[config.mk]
export PLATFORM = sky130hd
export DESIGN_NAME = mips_bus_arbiter
export DESIGN_NICKNAME = d
export VERILOG_FILES = /design/src/rtl/mips_bus_arbiter.sv
export SDC_FILE = /design/constraint.sdc
export NUM_CORES = 1
export LEC_CHECK = 0
export ABC_AREA = 1
export ABC_CLOCK_PERIOD_IN_PS = 5830
export CORE_AREA = 2 2 120 122
export CTS_BUF_LIST = sky130_fd_sc_hd__clkbuf_4 sky130_fd_sc_hd__clkbuf_8
export DETAILED_ROUTE_END_ITERATION = 6
export DIE_AREA = 0 0 122 124
export PLACE_DENSITY = 0.84
export SETUP_SLACK_MARGIN = 0.5
export SYNTH_ARGS = -nofsm -noshare
export SYNTH_HDL_FRONTEND = slang
export SYNTH_SLANG_ARGS = --single-unit
[constraint.sdc]
create_clock -name clk -period 5.83 [get_ports clk]
set_input_delay 1.749 -clock clk [delete_from_list [all_inputs] [get_ports clk]]
set_output_delay 1.749 -clock clk [all_outputs]
set_load 0.01 [all_outputs]
[src/rtl/mips_bus_arbiter.sv]
// ---------------------------------------------------------------------------
// mips_bus_arbiter
//
// Shares one Avalon-style memory bus between the two CPU masters:
//   m0 = instruction fetch, m1 = data load/store.
// Only one transaction is on the slave bus at a time. Ties between the
// masters go round-robin (FIXED_PRIO = 0) or always to m0 (FIXED_PRIO = 1).
//
// Transaction flow:
//   IDLE  : sample requests, latch the winner's address/data/strobes.
//   BUS   : slave strobes asserted. A write completes in the cycle the slave
//           drops waitrequest (master waitrequest low that same cycle).
//           A read moves on to RDATA once accepted.
//   RDATA : slave readdata is forwarded to the owner with waitrequest low.
//   ABORT : the slave stalled WAIT_TIMEOUT cycles; strobes are dropped, the
//           owner is released with readdata = 0 and bus_error is set.
//
// Ports
//   clk, reset                      clock (rising edge), async active-high reset
//   m0_* / m1_*                     master side: read, write, address,
//                                   writedata, byteenable in;
//                                   waitrequest, readdata out
//   address, read, write,
//   writedata, byteenable           slave side outputs (registered)
//   waitrequest, readdata           slave side inputs
//   grant                           one-hot current owner, 00 when idle
//   bus_error                       sticky timeout flag, cleared only by reset
// ---------------------------------------------------------------------------
module mips_bus_arbiter #(
    parameter int ADDR_W       = 32,
    parameter int DATA_W       = 32,
    parameter int FIXED_PRIO   = 0,
    parameter int WAIT_TIMEOUT = 1023
) (
    input  logic                clk,
    input  logic                reset,

    input  logic                m0_read,
    input  logic                m0_write,
    input  logic [ADDR_W-1:0]   m0_address,
    input  logic [DATA_W-1:0]   m0_writedata,
    input  logic [DATA_W/8-1:0] m0_byteenable,
    output logic                m0_waitrequest,
    output logic [DATA_W-1:0]   m0_readdata,

    input  logic                m1_read,
    input  logic                m1_write,
    input  logic [ADDR_W-1:0]   m1_address,
    input  logic [DATA_W-1:0]   m1_writedata,
    input  logic [DATA_W/8-1:0] m1_byteenable,
    output logic                m1_waitrequest,
    output logic [DATA_W-1:0]   m1_readdata,

    output logic [ADDR_W-1:0]   address,
    output logic                read,
    output logic                write,
    output logic [DATA_W-1:0]   writedata,
    output logic [DATA_W/8-1:0] byteenable,
    input  logic                waitrequest,
    input  logic [DATA_W-1:0]   readdata,

    output logic [1:0]          grant,
    output logic                bus_error
);

    localparam int BE_W  = DATA_W / 8;
    // The stall counter only needs to reach WAIT_TIMEOUT-1: the abort fires
    // on the stall cycle that would make it WAIT_TIMEOUT.
    localparam int CNT_W = (WAIT_TIMEOUT < 2) ? 1 : $clog2(WAIT_TIMEOUT);
    localparam logic [CNT_W-1:0] CNT_LAST = CNT_W'(WAIT_TIMEOUT - 1);
    localparam bit   ROUND_ROBIN = (FIXED_PRIO == 0);

    typedef enum logic [1:0] {
        IDLE  = 2'd0,
        BUS   = 2'd1,
        RDATA = 2'd2,
        ABORT = 2'd3
    } state_t;

    state_t              state_reg;
    logic                rr_reg;          // 1 = m1 wins the next tie
    logic                read_reg;
    logic                write_reg;
    logic [ADDR_W-1:0]   address_reg;
    logic [DATA_W-1:0]   writedata_reg;
    logic [BE_W-1:0]     byteenable_reg;
    logic [1:0]          grant_reg;
    logic                bus_error_reg;
    logic [CNT_W-1:0]    cnt_reg;

    // ------------------------------------------------------------------
    // Request selection (used only in IDLE)
    // ------------------------------------------------------------------
    logic                any_req;
    logic                pick_m1;
    logic                pick_read;
    logic                pick_write;
    logic [ADDR_W-1:0]   pick_address;
    logic [DATA_W-1:0]   pick_writedata;
    logic [BE_W-1:0]     pick_byteenable;
    logic [1:0]          req;

    assign req[0] = m0_read | m0_write;
    assign req[1] = m1_read | m1_write;
    assign any_req = req[0] | req[1];

    // m1 wins when it is alone, or on a tie when round-robin favours it.
    assign pick_m1 = req[1] & (~req[0] | (ROUND_ROBIN & rr_reg));

    assign pick_read       = pick_m1 ? m1_read       : m0_read;
    assign pick_write      = pick_m1 ? m1_write      : m0_write;
    assign pick_address    = pick_m1 ? m1_address    : m0_address;
    assign pick_writedata  = pick_m1 ? m1_writedata  : m0_writedata;
    assign pick_byteenable = pick_m1 ? m1_byteenable : m0_byteenable;

    // ------------------------------------------------------------------
    // Control FSM and registered slave-side outputs
    // ------------------------------------------------------------------
    always_ff @(posedge clk or posedge reset) begin
        if (reset) begin
            state_reg      <= IDLE;
            rr_reg         <= 1'b0;
            read_reg       <= 1'b0;
            write_reg      <= 1'b0;
            address_reg    <= '0;
            writedata_reg  <= '0;
            byteenable_reg <= '0;
            grant_reg      <= 2'b00;
            bus_error_reg  <= 1'b0;
            cnt_reg        <= '0;
        end else begin
            case (state_reg)
                IDLE: begin
                    if (any_req) begin
                        grant_reg      <= pick_m1 ? 2'b10 : 2'b01;
                        rr_reg         <= ~pick_m1;
                        // A master raising both strobes gets a write only.
                        write_reg      <= pick_write;
                        read_reg       <= pick_read & ~pick_write;
                        address_reg    <= pick_address;
                        writedata_reg  <= pick_writedata;
                        byteenable_reg <= pick_byteenable;
                        cnt_reg        <= '0;
                        state_reg      <= BUS;
                    end
                end

                BUS: begin
                    if (!waitrequest) begin
                        read_reg  <= 1'b0;
                        write_reg <= 1'b0;
                        cnt_reg   <= '0;
                        if (write_reg) begin
                            grant_reg <= 2'b00;
                            state_reg <= IDLE;
                        end else begin
                            state_reg <= RDATA;
                        end
                    end else if (cnt_reg == CNT_LAST) begin
                        read_reg      <= 1'b0;
                        write_reg     <= 1'b0;
                        cnt_reg       <= '0;
                        bus_error_reg <= 1'b1;
                        state_reg     <= ABORT;
                    end else begin
                        cnt_reg <= cnt_reg + CNT_W'(1);
                    end
                end

                RDATA, ABORT: begin
                    grant_reg <= 2'b00;
                    state_reg <= IDLE;
                end

                default: begin
                    state_reg <= IDLE;
                end
            endcase
        end
    end

    // ------------------------------------------------------------------
    // Master-side responses
    // ------------------------------------------------------------------
    // The write completion has to be visible in the same cycle the slave
    // accepts, so it is decoded from the live slave waitrequest.
    logic done;
    assign done = (state_reg == BUS && write_reg && !waitrequest) ||
                  (state_reg == RDATA) ||
                  (state_reg == ABORT);

    logic              m_waitrequest [2];
    logic [DATA_W-1:0] m_readdata    [2];

    generate
        for (genvar gi = 0; gi < 2; gi++) begin : g_master
            assign m_waitrequest[gi] = ~(grant_reg[gi] & done);
            // Only RDATA forwards slave data; ABORT returns zero.
            assign m_readdata[gi] = (grant_reg[gi] && state_reg == RDATA) ? readdata : '0;
        end
    endgenerate

    assign m0_waitrequest = m_waitrequest[0];
    assign m1_waitrequest = m_waitrequest[1];
    assign m0_readdata    = m_readdata[0];
    assign m1_readdata    = m_readdata[1];

    assign address    = address_reg;
    assign read       = read_reg;
    assign write      = write_reg;
    assign writedata  = writedata_reg;
    assign byteenable = byteenable_reg;
    assign grant      = grant_reg;
    assign bus_error  = bus_error_reg;

endmodule

# Yosys cells after proc, flatten, opt, wreduce, memory -nomap -nowiden

Index checks and enable logic that the tools add are counted.

Input port bits: 175
Bits in writable memories: 0
Logic and storage cells: 75
Bits in latches: 0
Flip-flop bits (word level): 86
ROM bits: 0
Output and inout bits: 139
Memories kept: 0

Eq/ne operators: 8
Reductions and logical operators: 16
Shifts and indexed selects: 0
Div/mod/pow operators: 0
Bitwise operators: 13
Order comparisons: 0
Muxes and demuxes: 27
Add/sub/neg operators: 1
Multipliers: 0

Operator list:

| operator                                       | count |
|---|---|
| two-way mux 32 bit                             | 4 |
| two-way mux 10 bit                             | 3 |
| case mux 10 bit (2 select lines)               | 1 |
| two-way mux 2 bit                              | 8 |
| case mux 2 bit (3 select lines)                | 2 |
| adder 10 x 1 -> 10 bit (second input constant) | 1 |
| == test 10 bit (second input constant)         | 1 |
| AND reduction 3 bit                            | 3 |
| two-way mux 1 bit                              | 6 |
| inequality test 2 bit (second input constant)  | 3 |
| AND reduction 2 bit                            | 3 |
| inverter 1 bit                                 | 5 |
| bitwise AND 1 bit                              | 4 |
| == test 2 bit (second input constant)          | 2 |
| logical AND 1 bit                              | 4 |
| two-way mux 4 bit                              | 1 |
| bitwise OR 1 bit                               | 4 |
| case mux 1 bit (2 select lines)                | 2 |
| inequality test 3 bit (second input constant)  | 1 |
| == test 2 x 1 -> 1 bit (second input constant) | 1 |
| logical NOT 2 bit                              | 1 |
| logical OR 1 bit                               | 2 |
| nonzero test 2 bit                             | 1 |
| OR reduction 2 bit                             | 1 |
| logical NOT 1 bit                              | 1 |

# Logic depth before layout (Yosys ltp)

Word-level depth: 9
Gate-level depth with buffers: 9
Depth with buffers taken out: 9

# Least setup slack after synthesis

No wires, ideal clock.

Kind: input port to output port
Start point: in waitrequest
End point: out m0_waitrequest
Path slack: 1.931 ns
Path buffers: 0
Cell stages on the path: 4
Data required time: 4.081 ns
Arrival time: 2.150 ns
Cell sequence: inv_1 nand2_1 o21ai_0 nand2_1

Word-level cells in the longest chain between the ends: 6

RTL lines:

| what              | RTL line | text |
|---|---|---|
| start, declared   | 59       | `input logic waitrequest,` |
| logical NOT 1 bit | 188      | `assign done = (state_reg == BUS && write_reg && !waitrequest) \|\|` |
| logical AND 1 bit | 188      |  |
| logical OR 1 bit  | 188      |  |
| logical OR 1 bit  | 189      | `(state_reg == RDATA) \|\|` |
| bitwise AND 1 bit | 197      | `assign m_waitrequest[gi] = ~(grant_reg[gi] & done);` |
| inverter 1 bit    | 197      |  |
| end, declared     | 43       | `output logic m0_waitrequest,` |

Every way passes these cells.

# Final worst setup path

Same ends and word-level chain as after synthesis.

==> out/qor.csv <==
stage,metric,value,unit
status,outcome,finished clean,
timing,RSZ-0062 raised after global routing,no,
finish,most used cells in the layout excluding fill and tap cells,"clkdlybuf4s50_1, nor2_1, a21oi_1",
timing,worst hold slack,0.4968,ns
synth,post-synthesis register bit count,86,
clock_tree,count of H-tree levels built during CTS,3,
route,DR iter-0 viols,260,
synth,dominant combinational cell family by area after synthesis,simple AND/OR/NAND/NOR gates,
power,Internal,1.896,mW
global_route,initial antenna violation count,2,
finish,Final Cell Area,0.007898,sq mm
synth,average cell area after synthesis,7.424,sq um
timing,total negative slack for setup checks,0,ns
placement,placed inst area,0.007735,sq mm
floorplan,Initial Util,33.39,%
finish,fraction of final layout cells with drive strength greater than 1,3.091,%
timing,post-route clock period utilization,84.21,%
route,DRT antenna net count,0,
setup_path,path type of the worst setup path,primary input to output port,
floorplan,core outline area,0.01372,sq mm
setup_path,Buffers & Inverters on Critical Path,3,
synth,post-synthesis compound-gate area fraction,16.91,%
clock_tree,post-CTS setup buffer count,0,
setup_path,register-to-register path setup slack,3.49,ns
power,Final Total Pwr,3.262,mW
setup_path,worst setup path startpoint,waitrequest,
clock_tree,clock slew seen by the registers of the worst setup and hold paths,0.09,ns
floorplan,number of rows in the core area,43,
setup_path,master of the slowest instance on the critical path,clkdlybuf4s50_1,
synth,Synth area leaders,"dfrtp_1, a21oi_1, nor2_1, nand3_1, inv_1",
synth,fraction of synthesized cell area in xor and xnor cells,0.1912,%
synth,Cell variety after synth,24,
finish,Layout Nets,1080,
clock_tree,buffer levels on the longest clock path,2,
synth,Yosys top cell area share,46.98,%
setup_path,r2r startpoint,state_reg[1],
min_path,hold path cells,1,
clock_tree,clock latency at the later pin of the worst-skew pair,0.37,ns
finish,final core area utilization,57.57,%
finish,fin cells,1088,
route,wire per inst,15.66,um
setup_path,top cell family by delay on the critical path,buffers and inverters,
setup_path,crit-path max cell delay,0.49,ns
floorplan,Die Span Y,124,um
clock_tree,CTS tree,done,
floorplan,Die Width,122,um
finish,area delta synth->final,72.41,%
placement,Place WS,0.9391,ns
power,Reg power frac,31.6,%
synth,number of instances in the synthesized netlist,617,
route,vias after detailed routing,5365,
timing,Clock Skew,0.01154,ns
power,power density of the placed cells,413.0,mW/mm^2
timing,final critical delay including setup and external delays,4.909,ns
power,Combinational Power Share,57.0,%
synth,Post-Synth Simple-Gate Area,25.48,%
global_route,overall routing resource usage,21.38,%
synth,library cell with the largest summed area after synthesis,dfrtp_1,
clock_tree,count of hold-fix buffers inserted at cts,0,
power,net load switching power,1.365,mW
timing,headroom to the max-slew limit,22.60,%
timing,transition time at the pin with the least slew margin,1.158,ns
timing,"Worst Setup Slack, final",0.9207,ns
route,detailed-routing iteration count for the pre-antenna-repair pass,5,
placement,DP HPWL,11960,um
setup_path,"Req. time, crit path",4.08,ns
global_route,wire length of the first global-routing pass,25260,um
global_route,maximum number of pins on one net before global-route repair,71,
floorplan,Top-Level Pins,314,
route,total wire length after detailed routing,17030,um
min_path,critical hold path startpoint,bus_error,
clock_tree,CTS root buf,clkbuf_8,
synth,synthesis warning total,0,
synth,mux contribution to synthesized area,0,%
placement,PortBufs,313,
clock_tree,Sink Count,86,
floorplan,area of the die,0.01513,sq mm
setup_path,Critical Path Fanout Max,2,
setup_path,kind of end point of the critical path,output port,
timing,Setup Viol. Count Final,0,
synth,cell area after synthesis,0.004581,sq mm
timing,max-slew violation count,0,
power,leakage power of the design,3.366,nW
setup_path,endpoint of the worst register-to-register path,address[14],
finish,Layout fillers,1243,
timing,Final Hold Vio Count,0,
setup_path,cell-by-cell listing of the critical path,clkdlybuf4s50_1 > inv_1 > nand2_1 > o21ai_0 > nand2_1 > clkdlybuf4s50_1,
placement,total placed cells including tap cells,1072,
timing,maximum clock frequency,0.2037,GHz
power,clock network fraction of total power,11.4,%
setup_path,CP arrival,3.16,ns
route,DRC violation count after routing,0,
global_route,total grt overflow,0,
min_path,class of the worst hold path,register to register,
setup_path,Worst R2R Path Depth,5,
global_route,vias in the first global route,5082,
synth,register area share after synthesis,46.98,%
min_path,hold endpoint,bus_error,
power,switching share of total power,41.85,%
clock_tree,number of buffers added by the clock tree synthesis step,9,
route,drt via density,4.931,
finish,most common library cell in the layout ignoring fill and taps,clkdlybuf4s50_1,
synth,Syn Nets,794,
placement,weighted congestion reported at the end of routability-driven placement,0.8334,
power,maximum VDD drop,0.2720,mV
setup_path,kind of start point of the critical path,primary input,
clock_tree,post_cts resized,0,
synth,adder and majority cell fraction of the synthesized area,0.5463,%
run,max-capacitance violation count,0,
[cells by family after synthesis]
family,after synthesis
XOR/XNOR,1
adder cells (fa/ha/maj),2
AND/OR/NAND/NOR,280
buffers and inverters,97
AO/OA/AOI/OAI,151
flip-flops,86
[worst reg2reg max path: cells and delay by family, from the launching register on]
family,cells,cell delay [ns]
AND/OR/NAND/NOR,3,0.82
buffers and inverters,1,0.83
AO/OA/AOI/OAI,1,0.18
flip-flops,1,0.43
[cell usage after synthesis]
library cell,number
nand2_2,2
a21oi_1,141
o21ai_0,4
nand3_1,83
nand2_1,40
inv_2,1
inv_1,52
dfrtp_1,86
nor2_2,1
xor2_1,1
o21ai_1,2
o21ai_4,1
nor2_1,151
buf_6,8
ha_1,2
inv_4,1
a22oi_1,1
buf_4,1
buf_2,18
clkbuf_1,16
nand4_1,1
o21bai_1,1
o31ai_1,1
nor3_1,2
[cell type report]
type	instances	area [sq um]	share of cell area, %
repair buffers	318	3171	40.15
clock inverters	4	26.28	0.3327
diodes	2	5.005	0.06337
inverters	54	206.4	2.614
well taps	180	225.2	2.852
multi-input cells	434	1981	25.08
flip-flops and latches	86	2152	27.25
clock buffers	10	131.4	1.663
[worst max-delay path by stage]
stage,to,slack (ns),cells after the start
finish,m0_waitrequest,0.92,6
floorplan,address[0],1.86,1
CTS,m0_waitrequest,0.94,6
detailed placement,m0_waitrequest,0.94,6
global placement,m0_waitrequest,0.96,6
global route,m0_waitrequest,0.83,6
[metal layers]
layer / wire length, um / track usage (%)
met1: 6334 / 24.26
met2: 8657 / 37.05
met3: 1669 / 7.189
met4: 371 / 8.693
met5: 0 / 0
[power groups by stage]
stage          registers [mW]  logic (mW)  clock network (mW)
4_1_cts                  1.03        1.87               0.388
3_3_place_gp             1.03        1.84                   0
2_1_floorplan            1.14       0.877                   0
6_report                 1.03        1.86               0.372
5_1_grt                  1.06        2.04               0.410
3_5_place_dp             1.04        1.87                   0
(Power assumes the default switching activity.)
